File: src/rtl/uart_tx_fifo_if.sv
// ============================================================================
//  Module   : uart_tx_fifo_if
//  Brief    : Byte valid/ready handshake into the UART transmit FIFO.
//  Revision : 1.0
// ============================================================================
`default_nettype none

interface uart_tx_fifo_if;
    logic [7:0] i_data;
    logic       i_valid;
    logic       o_ready;

    modport master (output i_data, output i_valid, input o_ready);
    modport slave  (input i_data, input i_valid, output o_ready);
endinterface

`default_nettype wire

File: src/rtl/uart_tx_fifo.sv
// ============================================================================
//  Module   : uart_tx_fifo
//  Brief    : Buffered 8N1 UART transmitter with internal baud timing.
//  Revision : 1.0
// ============================================================================
`default_nettype none

module uart_tx_fifo #(
    parameter int CLKS_PER_BIT = 10417,
    parameter int FIFO_DEPTH   = 8,
    parameter int CNT_W        = 4
) (
    input  wire              clk,
    input  wire              reset,
    uart_tx_fifo_if.slave    s_in,
    output logic             o_txd,
    output logic             o_busy,
    output logic [CNT_W-1:0] o_fifo_count
);

    localparam int c_PTR_W  = $clog2(FIFO_DEPTH);
    localparam int c_BAUD_W = $clog2(CLKS_PER_BIT);

    localparam logic [c_BAUD_W-1:0] c_BAUD_LAST = c_BAUD_W'(CLKS_PER_BIT - 1);
    localparam logic [CNT_W-1:0]    c_FULL      = CNT_W'(FIFO_DEPTH);

    localparam logic [1:0] c_IDLE  = 2'd0;
    localparam logic [1:0] c_START = 2'd1;
    localparam logic [1:0] c_DATA  = 2'd2;
    localparam logic [1:0] c_STOP  = 2'd3;

    logic [1:0]          r_state;
    logic [1:0]          w_state_next;
    logic [c_BAUD_W-1:0] r_baud;
    logic [c_BAUD_W-1:0] w_baud_next;
    logic [2:0]          r_bit_idx;
    logic [2:0]          w_bit_idx_next;
    logic [7:0]          r_shift;
    logic [7:0]          w_shift_next;
    logic                r_txd;
    logic                w_txd_next;

    logic [7:0]          r_mem [FIFO_DEPTH];
    logic [c_PTR_W-1:0]  r_wr_ptr;
    logic [c_PTR_W-1:0]  r_rd_ptr;
    logic [CNT_W-1:0]    r_count;

    logic w_ready;
    logic w_push;
    logic w_pop;
    logic w_bit_end;

    // Ready looks only at the registered count, so a full FIFO stays
    // closed even on the cycle it pops.
    assign w_ready   = (r_count != c_FULL);
    assign w_push    = s_in.i_valid && w_ready;
    assign w_pop     = (r_state == c_IDLE) && (r_count != '0);
    assign w_bit_end = (r_baud == c_BAUD_LAST);

    assign s_in.o_ready = w_ready;
    assign o_txd        = r_txd;
    assign o_busy       = (r_state != c_IDLE) || (r_count != '0);
    assign o_fifo_count = r_count;

    always_ff @(posedge clk) begin
        if (reset) begin
            r_state <= c_IDLE;
        end else begin
            r_state <= w_state_next;
        end
    end

    always_comb begin
        w_state_next = r_state;
        case (r_state)
            c_IDLE:  if (w_pop)                           w_state_next = c_START;
            c_START: if (w_bit_end)                       w_state_next = c_DATA;
            c_DATA:  if (w_bit_end && r_bit_idx == 3'd7)  w_state_next = c_STOP;
            c_STOP:  if (w_bit_end)                       w_state_next = c_IDLE;
            default:                                      w_state_next = c_IDLE;
        endcase
    end

    always_comb begin
        w_baud_next    = w_bit_end ? '0 : r_baud + c_BAUD_W'(1);
        w_bit_idx_next = r_bit_idx;
        w_shift_next   = r_shift;
        case (r_state)
            c_IDLE: begin
                w_baud_next    = '0;
                w_bit_idx_next = 3'd0;
                if (w_pop) w_shift_next = r_mem[r_rd_ptr];
            end
            c_START: begin
                if (w_bit_end) w_bit_idx_next = 3'd0;
            end
            c_DATA: begin
                if (w_bit_end) begin
                    w_shift_next   = {1'b0, r_shift[7:1]};
                    w_bit_idx_next = r_bit_idx + 3'd1;
                end
            end
            default: begin
            end
        endcase

        // Line level is registered from the level the next state will drive.
        case (w_state_next)
            c_START: w_txd_next = 1'b0;
            c_DATA:  w_txd_next = w_shift_next[0];
            default: w_txd_next = 1'b1;
        endcase
    end

    always_ff @(posedge clk) begin
        if (reset) begin
            r_baud    <= '0;
            r_bit_idx <= 3'd0;
            r_shift   <= 8'd0;
            r_txd     <= 1'b1;
            r_wr_ptr  <= '0;
            r_rd_ptr  <= '0;
            r_count   <= '0;
        end else begin
            r_baud    <= w_baud_next;
            r_bit_idx <= w_bit_idx_next;
            r_shift   <= w_shift_next;
            r_txd     <= w_txd_next;
            if (w_push) r_wr_ptr <= r_wr_ptr + c_PTR_W'(1);
            if (w_pop)  r_rd_ptr <= r_rd_ptr + c_PTR_W'(1);
            case ({w_push, w_pop})
                2'b10:   r_count <= r_count + CNT_W'(1);
                2'b01:   r_count <= r_count - CNT_W'(1);
                default: r_count <= r_count;
            endcase
        end
    end

    always_ff @(posedge clk) begin
        if (w_push) r_mem[r_wr_ptr] <= s_in.i_data;
    end

endmodule

`default_nettype wire
File: src/flat_wrapper.sv
// flat-port wrapper written by rule: the top's interface ports become plain ports
module uart_tx_fifo_flat 
#(
    parameter int CLKS_PER_BIT = 10417,
    parameter int FIFO_DEPTH   = 8,
    parameter int CNT_W        = 4
)
  (clk, reset, o_txd, o_busy, o_fifo_count, s_in_i_data, s_in_i_valid, s_in_o_ready);
  uart_tx_fifo_if s_in_i ();
  input  wire clk;
  input  wire reset;
  output logic o_txd;
  output logic o_busy;
  output logic [CNT_W-1:0] o_fifo_count;
  input wire logic [$bits(s_in_i.i_data)-1:0] s_in_i_data;
  input wire logic [$bits(s_in_i.i_valid)-1:0] s_in_i_valid;
  output wire logic [$bits(s_in_i.o_ready)-1:0] s_in_o_ready;
  assign s_in_i.i_data = s_in_i_data;
  assign s_in_i.i_valid = s_in_i_valid;
  assign s_in_o_ready = s_in_i.o_ready;
  uart_tx_fifo #(.CLKS_PER_BIT(CLKS_PER_BIT), .FIFO_DEPTH(FIFO_DEPTH), .CNT_W(CNT_W)) u_core (.clk(clk), .reset(reset), .s_in(s_in_i), .o_txd(o_txd), .o_busy(o_busy), .o_fifo_count(o_fifo_count));
endmodule
File: config.mk
export PLATFORM = sky130hd
export DESIGN_NAME = uart_tx_fifo_flat
export DESIGN_NICKNAME = d
export VERILOG_FILES = /design/src/rtl/uart_tx_fifo_if.sv /design/src/rtl/uart_tx_fifo.sv /design/src/flat_wrapper.sv
export SDC_FILE = /design/constraint.sdc
export NUM_CORES = 1
export LEC_CHECK = 0
export CAP_MARGIN = 20
export CORE_MARGIN = 2
export CORE_UTILIZATION = 24
export DETAILED_ROUTE_END_ITERATION = 8
export PLACE_DENSITY = 0.36
export SETUP_SLACK_MARGIN = 0.3
export SYNTH_ARGS = -nofsm -noshare
export SYNTH_HDL_FRONTEND = slang
export SYNTH_SLANG_ARGS = --single-unit
File: constraint.sdc
create_clock -name clk -period 3 [get_ports clk]
set_input_delay 0.3 -clock clk [delete_from_list [all_inputs] [get_ports clk]]
set_output_delay 0.3 -clock clk [all_outputs]
set_load 0.1 [all_outputs]
==> results, run 1 <==
- The run finished with clean final reports.
- In this run the critical register-to-register path is launched from u_core.o_fifo_count[0]$_SDFFE_PP0P_.
- The maximum ir drop on the vdd rail is 0.275 mV.
- The number of post-CTS setup repair buffers is 0.
- The number of synthesized register bits is 105.
- The detailed route wirelength on metal2 is 4090 microns.
- The post-synthesis cell count is 319.
- The final number of max-transition violations is 0.
- The via count of the first global-routing pass is 2416.
- The most used flip-flop cell after synthesis is sky130_fd_sc_hd__edfxtp_1.
- The final sum of negative setup slack is 0 ns.
- In the final routing, the length of wire on met1 measures 4620 microns.
- The worst setup path category is flop to flop.
- The count of final setup violators is 0.
- The number of synthesized flops with an enable pin is 64.
- Routed signal wires occupy layers up through met4.
- The start point of the worst hold path is u_core.r_shift[3]$_SDFFE_PP0P_.
- In the routed design, unresolved DRC markers number 0.
- The horizontal extent of the die is 141 microns.
- The fraction of post-synthesis cell area in the top cell type by area is 42.9%.
- For this block, the initial DRC count from the detailed router was 115.
- The placeable core region is 0.0181 sq mm.
- Of all nets on the critical path, the largest fanout is 7.
- The floorplan row count is 49.
- The path class of the tightest hold or removal check is flop to flop.
- Summing the sequential cell areas from Yosys gives 61.2% of the chip area.
- The share of cells above drive strength 1 is 18.6%.
- The headroom to the max-slew limit is 35.4%.
- Summing every instance area after synthesis gives 0.00448 sq mm.
- The worst setup path is launched from a flop.
- The worst setup path is captured at a flop.
- For the pin with the worst max-slew slack, the measured transition is 0.965 ns.
- The depth of the most critical reg-to-reg path is 8.
- By count the netlist is led by sky130_fd_sc_hd__edfxtp_1 (64), sky130_fd_sc_hd__dfxtp_1 (41), sky130_fd_sc_hd__nor2_1 (35).
- In this run, CTS created clock tree buffers numbering 9.
- The number of levels in the clock H-tree is 3.
- The detail route stage leaves a number of antenna-violating nets equal to 0.
- The internal power contribution is 0.00275 W.
- The quantity of gates resized following cts is 0.
- In the final routed layout, each cell accounts on average for 16.0 microns.
- The die covers 0.0198 sq mm.
- The standby leakage power is 1.74 nW.
- The path with the worst hold slack has its endpoint at u_core.r_shift[3]$_SDFFE_PP0P_.
- The count of buffers added on input and output ports is 17.
- The initial antenna violation count is 0.
- The number of fillers in the final layout is 1834.
- Synthesis instantiated 55 different standard cells from the library.
- The hold violation count in the final report is 0.
- The proportion of register bits with asynchronous set or reset after synthesis is 0%.
- The total power per unit cell area is 785 mW/mm^2.
- The clock tree skew after final layout is 0.0113 ns.
- Dividing the final minimum period by the clock period gives 84.3%.
- The largest net degree at the start of global routing is 26.
- The congestion estimate from routability-driven global placement came to 0.722.
- The final layout contains routed wiring with a total length of 9250 microns.
- In the final design database the tool counted 366 nets.
- For this configuration, the core starts out at a cell density of 24.7%.
- The max-capacitance violation count is 0.
- The global router's overall resource usage is 9.91%.
- The share of total power dissipated in combinational logic is 27.7%.
- Summed over all nets, wire length on met3 after detailed routing comes to 388 microns.
- The count of hold buffers inserted by post-cts repair is 0.
- The clock passes through at most 2 buffers.
- The first detailed-routing pass ran for 4 iterations.
- The clock power share is 28.5%.
- The post-CTS clock slew at the launch and capture registers of the worst setup and hold paths is 0.07 ns.
- The number of nets in the synthesized netlist is 340.
- The biggest area consumer among synthesized cells is sky130_fd_sc_hd__edfxtp_1.
- The total overflow reported by the global router is 0.
- The switching part of the total power is 33.6%.
- The wire-length estimate of the detail-placed layout is 5880 microns.
- The top achievable clock speed is 395 MHz.
- The detailed router placed 2559 vias in this run.
- TritonCTS built the clock tree.
- In this run the critical register-to-register path is captured at u_core.o_fifo_count[3]$_SDFFE_PP0P_.
- Summed over all nets, the switching power comes to 0.00139 W.
- The top-level I/O count is 18.
- The reg2reg setup slack is 0.47 ns.
- The clock latency on the worst-skew pair is 0.35 ns.
- The portion of total power attributed to sequential cells is 43.8%.
- The depth of the worst hold-timing path is 2.
- Setup repair after global routing left no endpoint under its margin.
- In the routed layout, each cell is associated on average with a via count of 4.42.
- From synthesis to final layout, the design area changed by 17.8%.
- The library cell with the highest instance count after synthesis is sky130_fd_sc_hd__edfxtp_1.
- For this run, the number of Yosys warnings is 0.
- The first global-routing pass estimated 14500 microns of wire.
- The number of antenna repair diodes is 0.
- After synthesis, the cell types taking the most area are sky130_fd_sc_hd__edfxtp_1 (43%), sky130_fd_sc_hd__dfxtp_1 (18%), sky130_fd_sc_hd__mux4_1 (7.0%).
- CTS placed an instance of sky130_fd_sc_hd__clkbuf_16 at the clock tree root.
- The average cell area after synthesis is 14.0 sq um.
- The die height is 141 microns.
- The worst hold slack is 0.473 ns.
- At the worst endpoint, the required time is 3.23 ns.
- Data on the critical path arrives at its endpoint at 2.76 ns.
- The clock drives 105 sinks.
- For the finished layout, the period the worst path requires is 2.53 ns.
==> worst max path at each step <==
| stage | cells after the start | startpoint | to | slack, ns |
|---|---|---|---|---|
| after global placement | 8 | u_core.o_fifo_count[0]$_SDFFE_PP0P_ | u_core.o_fifo_count[3]$_SDFFE_PP0P_ | 0.44 |
| final | 8 | u_core.o_fifo_count[0]$_SDFFE_PP0P_ | u_core.o_fifo_count[3]$_SDFFE_PP0P_ | 0.47 |
| after floorplan | 9 | u_core.o_fifo_count[3]$_SDFFE_PP0P_ | u_core.o_fifo_count[3]$_SDFFE_PP0P_ | 0.32 |
| after global routing | 8 | u_core.o_fifo_count[0]$_SDFFE_PP0P_ | u_core.o_fifo_count[3]$_SDFFE_PP0P_ | 0.33 |
| after CTS | 8 | u_core.o_fifo_count[0]$_SDFFE_PP0P_ | u_core.o_fifo_count[3]$_SDFFE_PP0P_ | 0.40 |
| after detailed placement | 8 | u_core.o_fifo_count[0]$_SDFFE_PP0P_ | u_core.o_fifo_count[3]$_SDFFE_PP0P_ | 0.41 |
==> registers in the layout, summed over array words and instances (netlist names), named ones only <==
signal and flops:
u_core.r_wr_ptr 3, u_core.r_mem 64, u_core.r_state 2, u_core.o_txd 1
u_core.r_rd_ptr 3, u_core.r_baud 14, u_core.r_bit_idx 3, u_core.r_shift 8
u_core.o_fifo_count 4
==> cell usage in the layout (no fill, tap or decap), types with 5 or more instances in the layout <==
master and count:
sky130_fd_sc_hd__mux2_2 7, sky130_fd_sc_hd__dfxtp_1 37, sky130_fd_sc_hd__inv_1 9, sky130_fd_sc_hd__xnor2_1 11
sky130_fd_sc_hd__a21oi_1 15, sky130_fd_sc_hd__nor2_1 35, sky130_fd_sc_hd__xor2_1 7, sky130_fd_sc_hd__ha_1 7
sky130_fd_sc_hd__nand2_1 11, sky130_fd_sc_hd__edfxtp_1 64, sky130_fd_sc_hd__nand3_1 19, sky130_fd_sc_hd__mux4_1 12
sky130_fd_sc_hd__clkdlybuf4s50_1 11, sky130_fd_sc_hd__clkbuf_16 9, sky130_fd_sc_hd__buf_4 19, sky130_fd_sc_hd__a32oi_1 5
sky130_fd_sc_hd__nor3_1 8
==> routing by layer <==
layer	GRT usage (%)	vias up
li1	-	1257
met1	14.0	1249
met2	14.5	46
met3	2.82	7
met4	3.63	0
met5	0	-
==> worst max-delay path, stage by stage, from the launching register on <==
cell and delay (ns):
sky130_fd_sc_hd__dfxtp_4 0.36, sky130_fd_sc_hd__or4b_1 0.67, sky130_fd_sc_hd__nand2_4 0.20, sky130_fd_sc_hd__ha_4 0.18
sky130_fd_sc_hd__ha_4 0.19, sky130_fd_sc_hd__a21o_1 0.16, sky130_fd_sc_hd__a21oi_2 0.12, sky130_fd_sc_hd__mux2i_1 0.21
sky130_fd_sc_hd__mux2_1 0.32
==> stage by stage <==
step                utilization (%)  instance area, sq um  setup WS, ns  total power (W)  instances
global route                   29.1                  5280         0.329          0.00438        579
CTS                            29.1                  5270         0.396          0.00423        579
finish                         29.1                  5280         0.470          0.00414        579
detailed placement             27.4                  4970         0.411          0.00302        563
global placement               27.4                  4970         0.437          0.00303        563
floorplan                         -                  4560         0.315          0.00276        319
==> power groups by stage <==
| stage | logic [W] | clock network, W | registers, W |
|---|---|---|---|
| after floorplan | 0.000830 | 0 | 0.00193 |
| after global placement | 0.00118 | 0 | 0.00185 |
| after detailed placement | 0.00117 | 0 | 0.00185 |
| after CTS | 0.00118 | 0.00124 | 0.00182 |
| after global routing | 0.00126 | 0.00129 | 0.00184 |
| final | 0.00115 | 0.00118 | 0.00181 |
==> logic make-up (layout without fill, tap and decap cells) <==
kind of cell             count (synthesis)  count (layout)  synth area share, %
adder cells (fa/ha/maj)                 10              10                 2.96
buffers and inverters                   25              56                 3.77
multiplexers                            27              27                 11.7
AND/OR/NAND/NOR                        100             100                 11.8
AO/OA/AOI/OAI                           34              34                 5.00
flip-flops                             105             105                 61.2
XOR/XNOR                                18              18                 3.52
==> area by class of cell <==
type / instances / area, sq um / area share, %
Clock inverter: 7 / 78.8 / 1.49
Clock buffer: 9 / 225 / 4.27
Inverter: 10 / 42.5 / 0.806
Multi-Input combinational cell: 189 / 1630 / 31.0
Tap cell: 229 / 287 / 5.43
Timing Repair Buffer: 30 / 253 / 4.79
Sequential cell: 105 / 2760 / 52.3
No activity file was read; power rests on OpenSTA's default activity.
==> inputs of run 2 (changes only) <==
--- a/config.mk
+++ b/config.mk
@@ -9,7 +9,7 @@
 export CORE_MARGIN = 2
 export CORE_UTILIZATION = 24
 export DETAILED_ROUTE_END_ITERATION = 8
-export PLACE_DENSITY = 0.36
+export PLACE_DENSITY = 0.38
 export SETUP_SLACK_MARGIN = 0.3
 export SYNTH_ARGS = -nofsm -noshare
 export SYNTH_HDL_FRONTEND = slang
==> constraint.sdc (replaced) <==
create_clock -name clk -period 2.2 [get_ports clk]
set_input_delay 0.22 -clock clk [delete_from_list [all_inputs] [get_ports clk]]
set_output_delay 0.22 -clock clk [all_outputs]
set_load 0.1 [all_outputs]
==> run 2 against run 1 <==
Effect of this change: the run now ends with setup timing left; sequential cell count stayed put; routed wire length is 2.0% higher; clock skew is 0.0052 ns lower; largest power group unchanged; die area stayed put.
==> results, run 2 (synthesized netlist as in run 1, its figures left out) <==
- The largest net degree at the start of global routing is 20 (-23%).
- The arrival time of data at the critical path endpoint is 2.57 ns (-0.19 ns).
- The final weighted congestion in routability-driven placement was 0.701 (-3.0%).
- The number of antenna repair diodes came to 0 (unchanged).
- The length of the first detailed-routing pass in iterations was 6 (+2).
- The worst-case clock buffer depth is 2 (unchanged).
- The flip-flop count of the largest register, all copies and words added is 64 (unchanged).
- The global router's overall resource usage is 10.3% (+0.44 points).
- The global-route wire length before repair was 15400 microns (+6.0%).
- The worst hold slack came to 0.467 ns (-0.00571 ns).
- The actual transition at the worst max-transition pin is 0.560 ns (-0.406 ns).
- For this design, the slowest cell found on the critical path is sky130_fd_sc_hd__or4_4.
- The maximum ir drop on the vdd rail was 0.384 mV (+39%).
- The total overflow reported by the global router came to 0 (unchanged).
- The floorplan row count is 49 (unchanged).
- Leaving out fill and tap cells, the most frequent cells in the layout are sky130_fd_sc_hd__edfxtp_1 (64), sky130_fd_sc_hd__buf_4 (38), sky130_fd_sc_hd__dfxtp_1 (37), sky130_fd_sc_hd__nor2_1 (31), sky130_fd_sc_hd__nand3_1 (18).
- The clock buffer count from CTS is 9 (unchanged).
- The count of non-filler cells in the finished layout is 601 (+3.8%).
- The ratio of routed vias to standard cells is 4.31 (-2.5%).
- The clock tree from TritonCTS is yes.
- Setup repair after global routing could not meet its margin everywhere.
- The worst endpoint required time is 2.44 ns (-0.79 ns).
- The worst setup path category is flop to flop.
- The post-layout worst setup margin came to -0.129 ns (-0.599 ns).
- The area enclosed by the die boundary is 0.0198 sq mm (unchanged).
- The post-CTS clock slew at the launch and capture registers of the worst setup and hold paths is 0.07 ns (about the same).
- The class of the most critical hold timing path is flop to flop.
- The most frequent cell on the critical path is sky130_fd_sc_hd__ha_4.
- The clock latency on the worst-skew pair is 0.35 ns (about the same).
- The total wirelength of the detailed-routed design is 9430 microns (+2.0%).
- The count of final setup violators was 2 (+2).
- The most common library cell in the layout ignoring fill and taps is sky130_fd_sc_hd__edfxtp_1.
- The flow ran to the end, but the final reports show violations.
- The remaining antenna violation count is 0 (unchanged).
- The top-level I/O count came to 18 (unchanged).
- The die height is 141 microns (unchanged).
- The HPWL after detailed placement is 6140 microns (+4.4%).
- The number of levels in the clock H-tree is 3 (unchanged).
- The via count is 2589 (+1.2%).
- The maximum net fanout on the critical path was 3 (-4).
- The standby leakage power is 1.86 nW (+6.9%).
- The number of fillers in the final layout is 1827 (-0.38%).
- The count of hold buffers inserted by post-cts repair was 0 (unchanged).
- The utilization after layout is 30.3% (+1.2 points).
- The max-capacitance violation count was 0 (unchanged).
- The horizontal extent of the die was 141 microns (unchanged).
- In the final layout, the registers with the most flip-flops are u_core.r_mem x64, u_core.r_baud x14, u_core.r_shift x8.
- The initial core utilization is 24.7% (unchanged).
- The via count of the first global-routing pass was 2753 (+14%).
- The initial antenna violation count came to 0 (unchanged).
- The layout overhead on the synthesized area is 22.8%.
- The final sum of negative setup slack is -0.197 ns (-0.197 ns).
- The clock period minus final worst setup slack was 2.33 ns (-0.201 ns).
- The delay of the slowest cell on the worst path was 0.57 ns (-0.10 ns).
- The count of placed standard cells including taps came to 578 (+2.7%).
- The total power per unit cell area came to 1070 mW/mm^2 (+37%).
- The starting DRC count in detailed routing is 94 (-18%).
- The hold violation count in the final report was 0 (unchanged).
- The library cell used as clock root buffer is sky130_fd_sc_hd__clkbuf_16.
- The final reports fail on setup timing.
- The post-place setup slack is -0.164 ns (-0.575 ns).
- The number of nets at the end of the flow was 388 (+6.0%).
- The reg2reg setup slack came to -0.13 ns (-0.60 ns).
- The part of the cycle the worst path needs is 106% (+22 points).
- The number of port buffers is 17 (unchanged).
- Walking the worst path, the cells encountered are or4_4 > nand2_8 > inv_6 > ha_4 > ha_4 > a21o_1 > a21oi_2 > mux2i_1 > mux2_1.
- The headroom to the max-slew limit is 62.6% (+27 points).
- The total DRC errors in the routed layout is 0 (unchanged).
- The top achievable clock speed is 429 MHz (+8.6%).
- The final number of max-transition violations is 0 (unchanged).
- STA classifies the critical path endpoint as a flop.
- The placeable core region is 0.0181 sq mm (unchanged).
- The worst setup path is launched from a flop.
- The clock tree skew after final layout is 0.00605 ns (-0.00524 ns).
- The routed length per instance was 15.7 microns (-1.8%).
- The count of clock tree sinks came to 105 (unchanged).
- The share of cells above drive strength 1 is 26.3% (+7.8 points).
- The register with the most flip-flops is u_core.r_mem.
[run 2: worst paths after layout]
kind	start	endpoint	cells past startpoint
worst min-delay path	u_core.r_shift[2]$_SDFFE_PP0P_	u_core.r_shift[2]$_SDFFE_PP0P_	2
worst max register to register	u_core.o_fifo_count[2]$_SDFFE_PP0P_	u_core.o_fifo_count[3]$_SDFFE_PP0P_	9
worst min register to register	u_core.r_shift[2]$_SDFFE_PP0P_	u_core.r_shift[2]$_SDFFE_PP0P_	2
worst max-delay path	u_core.o_fifo_count[2]$_SDFFE_PP0P_	u_core.o_fifo_count[3]$_SDFFE_PP0P_	9
[run 2: metal layers]
| layer | track usage, % | vias up | routed length, microns |
|---|---|---|---|
| met4 | 3.16 | 0 | 123 |
| li1 | - | 1298 | - |
| met3 | 3.50 | 10 | 325 |
| met1 | 13.4 | 1253 | 4660 |
| met5 | 0 | - | 0 |
| met2 | 16.5 | 28 | 4320 |
[run 2: power by group]
group / leakage (nW) / total (W) / switching (W) / internal [W]
Clock: 0.146 / 0.00156 / 0.000762 / 0.000794
Combinational: 0.794 / 0.00193 / 0.00108 / 0.000854
Sequential: 0.918 / 0.00242 / 0.000110 / 0.00231
[run 2: area by class of cell]
cell class                 instances  area, sq um  area share [%]
tap                              229          287            5.21
clock buffer                       9          225            4.09
sequential                       105         2760            50.1
inverter                          10         45.0           0.819
multi-input combinational        189         1670            30.3
clock inverter                     7         61.3            1.11
timing repair buffer              52          457            8.30
[run 2: timing repair]
item                                    4_1_cts  5_1_grt
setup buffers                                 4        3
endpoints found under the setup margin       45       24
resized for setup                             5        4
pin swaps                                     1        6
[run 2: critical path: cells and delay by family, from the launching register on]
| family | cells | cell delay (ns) |
|---|---|---|
| AOI/OAI and AO/OA | 2 | 0.28 |
| adders and majority gates | 2 | 0.36 |
| buffers and inverters | 1 | 0.03 |
| DFF | 1 | 0.35 |
| muxes | 2 | 0.52 |
| and+or+nand+nor | 2 | 0.66 |
[run 2: metrics by stage]
| step | power [W] | area [sq um] |
|---|---|---|
| finish | 0.00591 | 5500 |
| global route | 0.00625 | 5500 |
| CTS | 0.00596 | 5470 |
| detailed placement | 0.00430 | 5130 |
| global placement | 0.00429 | 5130 |
| floorplan | 0.00380 | 4600 |
==> inputs of run 3 (changes only) <==
--- a/config.mk
+++ b/config.mk
@@ -14,3 +14,4 @@
 export SYNTH_ARGS = -nofsm -noshare
 export SYNTH_HDL_FRONTEND = slang
 export SYNTH_SLANG_ARGS = --single-unit
+export TNS_END_PERCENT = 50
==> run 3 against run 2 <==
Effect of this change: maximum frequency decreased by 1.2%; non-clock buffer count decreased by 11; combinational power decreased by 3%; count of clock-buffer cells in the layout increased by 2; power decreased by 1.9%; hold slack got worse by 0.0027 ns; the flow still finishes with violations (setup timing); clock power decreased by 4%; largest power group unchanged; highest routed layer unchanged; largest cell class unchanged; utilization decreased by 0.47 points; routed wire length increased by 1.0%.
==> results, run 3 (synthesized netlist as in run 1, its figures left out) <==
- The clock power share came to 25.9% (-0.4 points).
- The count of clock tree sinks is 105 (unchanged).
- The placed cell area is 0.00507 sq mm (-1.2%).
- The arrival time of data at the critical path endpoint is 2.59 ns (+0.02 ns).
- The reg2reg setup slack was -0.16 ns (-0.03 ns).
- Counting stages on the worst path, the most repeated cell is sky130_fd_sc_hd__ha_4.
- The area enclosed by the die boundary is 0.0198 sq mm (unchanged).
- The headroom to the max-slew limit came to 58.1% (-4.5 points).
- The endpoint of the worst-slack reg-to-reg timing path is u_core.o_fifo_count[3]$_SDFFE_PP0P_.
- The standby leakage power is 1.78 nW (-4.0%).
- The clock tree skew after final layout is 0.00963 ns (+0.00358 ns).
- The clock buffer count from CTS is 9 (unchanged).
- Compared with the post-synthesis result, the final layout area differs by 20.9%.
- The starting DRC count in detailed routing is 132 (+40%).
- In this run the worst setup path terminates at u_core.o_fifo_count[3]$_SDFFE_PP0P_.
- The switching part of the total power came to 33.0% (-0.052 points).
- The buffers plus inverters on the worst setup path is 1 (unchanged).
- The internal power contribution is 0.00388 W (-1.8%).
- The final sum of negative setup slack is -0.215 ns (-0.0188 ns).
- The horizontal extent of the die is 141 microns (unchanged).
- The net switching power of the design is 0.00191 W (-2.1%).
- The combinational share of power is 32.4% (-0.4 points).
- The final number of max-transition violations is 0 (unchanged).
- The checks that failed: setup timing.
- Leaving out fill and tap cells, the most frequent cells in the layout are sky130_fd_sc_hd__edfxtp_1 (64), sky130_fd_sc_hd__dfxtp_1 (37), sky130_fd_sc_hd__nor2_1 (31), sky130_fd_sc_hd__buf_4 (27), sky130_fd_sc_hd__nand3_1 (19).
- The delay of the slowest cell on the worst path came to 0.57 ns (about the same).
- The worst-case clock buffer depth was 2 (unchanged).
- The maximum ir drop on the vdd rail came to 0.540 mV (+41%).
- The number of levels in the clock H-tree was 3 (unchanged).
- The clock latency on the worst-skew pair is 0.35 ns (about the same).
- The final instance area came to 0.00542 sq mm (-1.5%).
- The global-route wire length before repair is 15100 microns (-1.8%).
- Leaving out fill and tap cells, the most frequent cell in the layout is sky130_fd_sc_hd__edfxtp_1.
- The share of cells above drive strength 1 came to 23.5% (-2.8 points).
- The top-level I/O count is 18 (unchanged).
- The maximum net fanout on the critical path is 3 (unchanged).
- The clock tree from TritonCTS is yes.
- The die height was 141 microns (unchanged).
- The global router's overall resource usage was 10.3% (-0.081 points).
- The floorplan row count came to 49 (unchanged).
- The start point of the worst hold path is u_core.r_shift[2]$_SDFFE_PP0P_.
- The total overflow reported by the global router is 0 (unchanged).
- The flip-flop count of the largest register, all copies and words added is 64 (unchanged).
- Walking the worst path, the cells encountered are or4_4 > nand2_8 > inv_6 > ha_4 > ha_4 > a21o_1 > a21oi_2 > mux2i_1 > mux2_1.
- The depth of the most critical reg-to-reg path is 9 (unchanged).
- The part of the cycle the worst path needs is 107% (+1.3 points).
- The worst setup path category is flop to flop.
- The HPWL after detailed placement came to 6170 microns (+0.55%).
- The total power per unit cell area is 1070 mW/mm^2 (-0.37%).
- The number of nets at the end of the flow is 377 (-2.8%).
- The max-capacitance violation count is 0 (unchanged).
- The critical path starts at u_core.o_fifo_count[3]$_SDFFE_PP0P_.
- The largest registers in the layout are u_core.r_mem x64, u_core.r_baud x14, u_core.r_shift x8.
- The number of antenna repair diodes is 0 (unchanged).
- The total DRC errors in the routed layout was 0 (unchanged).
- The class of the most critical hold timing path is flop to flop.
- The critical path capture point type is a flop.
- The clock period minus final worst setup slack is 2.36 ns (+0.0280 ns).
- The flow ran to the end, but the final reports show violations.
- The critical path depth in cells is 9 (unchanged).
- The initial antenna violation count came to 0 (unchanged).
- The via count of the first global-routing pass came to 2697 (-2.0%).
- The hold violation count in the final report is 0 (unchanged).
- The worst endpoint required time is 2.44 ns (about the same).
- The post-layout worst setup margin is -0.157 ns (-0.0280 ns).
- The utilization after layout is 29.8% (-0.47 points).
- The register with the most flip-flops is u_core.r_mem.
- STA classifies the critical path startpoint as a flop.
- The initial core utilization is 24.7% (unchanged).
- Setup repair after global routing could not meet its margin everywhere.
- The portion of total power attributed to sequential cells came to 41.7% (+0.8 points).
- The actual transition at the worst max-transition pin is 0.627 ns (+0.0672 ns).
- In this design, the largest share of critical-path delay is due to simple AND/OR/NAND/NOR gates.
- The total wirelength of the detailed-routed design is 9530 microns (+1.0%).
- The count of final setup violators is 3 (+1).
- The remaining antenna violation count is 0 (unchanged).
- The final weighted congestion in routability-driven placement came to 0.723 (+3.1%).
- The length of the first detailed-routing pass in iterations is 4 (-2).
- The count of hold buffers inserted by post-cts repair is 0 (unchanged).
- For this design, the slowest cell found on the critical path is sky130_fd_sc_hd__or4_4.
- The ratio of routed vias to standard cells was 4.45 (+3.4%).
- The largest net degree at the start of global routing was 21 (+5.0%).
- The via count is 2627 (+1.5%).
- The post-CTS clock slew at the launch and capture registers of the worst setup and hold paths came to 0.06 ns (about the same).
- Clock tree synthesis selected as its root buffer the cell sky130_fd_sc_hd__clkbuf_16.
- The number of port buffers is 17 (unchanged).
- In this run the critical register-to-register path is launched from u_core.o_fifo_count[3]$_SDFFE_PP0P_.
- The top achievable clock speed is 424 MHz (-1.2%).
- The placeable core region came to 0.0181 sq mm (unchanged).
- The routed length per instance is 16.1 microns (+2.9%).
## run 3: changes by cell type in the layout (fill, tap and decap cells not counted), sizes merged
cell | before | now
inv | 14 | 12
buf | 42 | 31
clkbuf | 9 | 11
clkinv | 3 | 2
clkinvlp | 0 | 1
## run 3: repair_timing
action	in CTS	in global routing
pin swaps	4	5
setup endpoints to repair	45	50
setup buffers	1	2
gates resized for setup	8	7
## run 3: worst min-delay path by stage
stage / to / slack (ns) / cells past startpoint
floorplan: u_core.r_mem[0][0]$_DFFE_PP_ / 0.32 / 0
global placement: u_core.r_shift[3]$_SDFFE_PP0P_ / 0.45 / 2
detailed placement: u_core.r_shift[2]$_SDFFE_PP0P_ / 0.46 / 2
CTS: u_core.r_shift[2]$_SDFFE_PP0P_ / 0.47 / 2
global route: u_core.r_shift[6]$_SDFFE_PP0P_ / 0.50 / 2
finish: u_core.r_shift[2]$_SDFFE_PP0P_ / 0.46 / 2
## run 3: power groups by stage
stage	Sequential, W	Combinational [W]	Clock, W
final	0.00242	0.00188	0.00150
after floorplan	0.00263	0.00114	0
after global routing	0.00244	0.00204	0.00163
after detailed placement	0.00246	0.00185	0
after CTS	0.00242	0.00187	0.00156
after global placement	0.00245	0.00184	0
## run 3: tightest hold or removal path: stages, from the launching register on
cell and delay (ns):
sky130_fd_sc_hd__dfxtp_1 0.31, sky130_fd_sc_hd__nand3_1 0.06, sky130_fd_sc_hd__a21oi_1 0.05
## run 3: per-layer routing
layer	global-route usage, %	part of all wire, %
met2	16.8	48
met5	0	0
met1	12.7	47
met3	3.43	3.3
met4	3.63	1.6
## run 3: cell type report
type                       count  area [sq um]
timing repair buffer          41           374
sequential                   105          2760
fill                        1817         12700
inverter                      10          42.5
clock buffer                  11           233
multi-input combinational    189          1690
clock inverter                 5          37.5
tap                          229           287
## run 3: stage by stage
step / hold slack, ns / power (W) / cells / worst slack, ns
detailed placement: 0.458 / 0.00430 / 571 / -0.179
floorplan: 0.319 / 0.00377 / 319 / -0.452
CTS: 0.468 / 0.00585 / 588 / -0.176
global route: 0.498 / 0.00610 / 590 / -0.244
finish: 0.464 / 0.00579 / 590 / -0.157
global placement: 0.453 / 0.00429 / 571 / -0.182
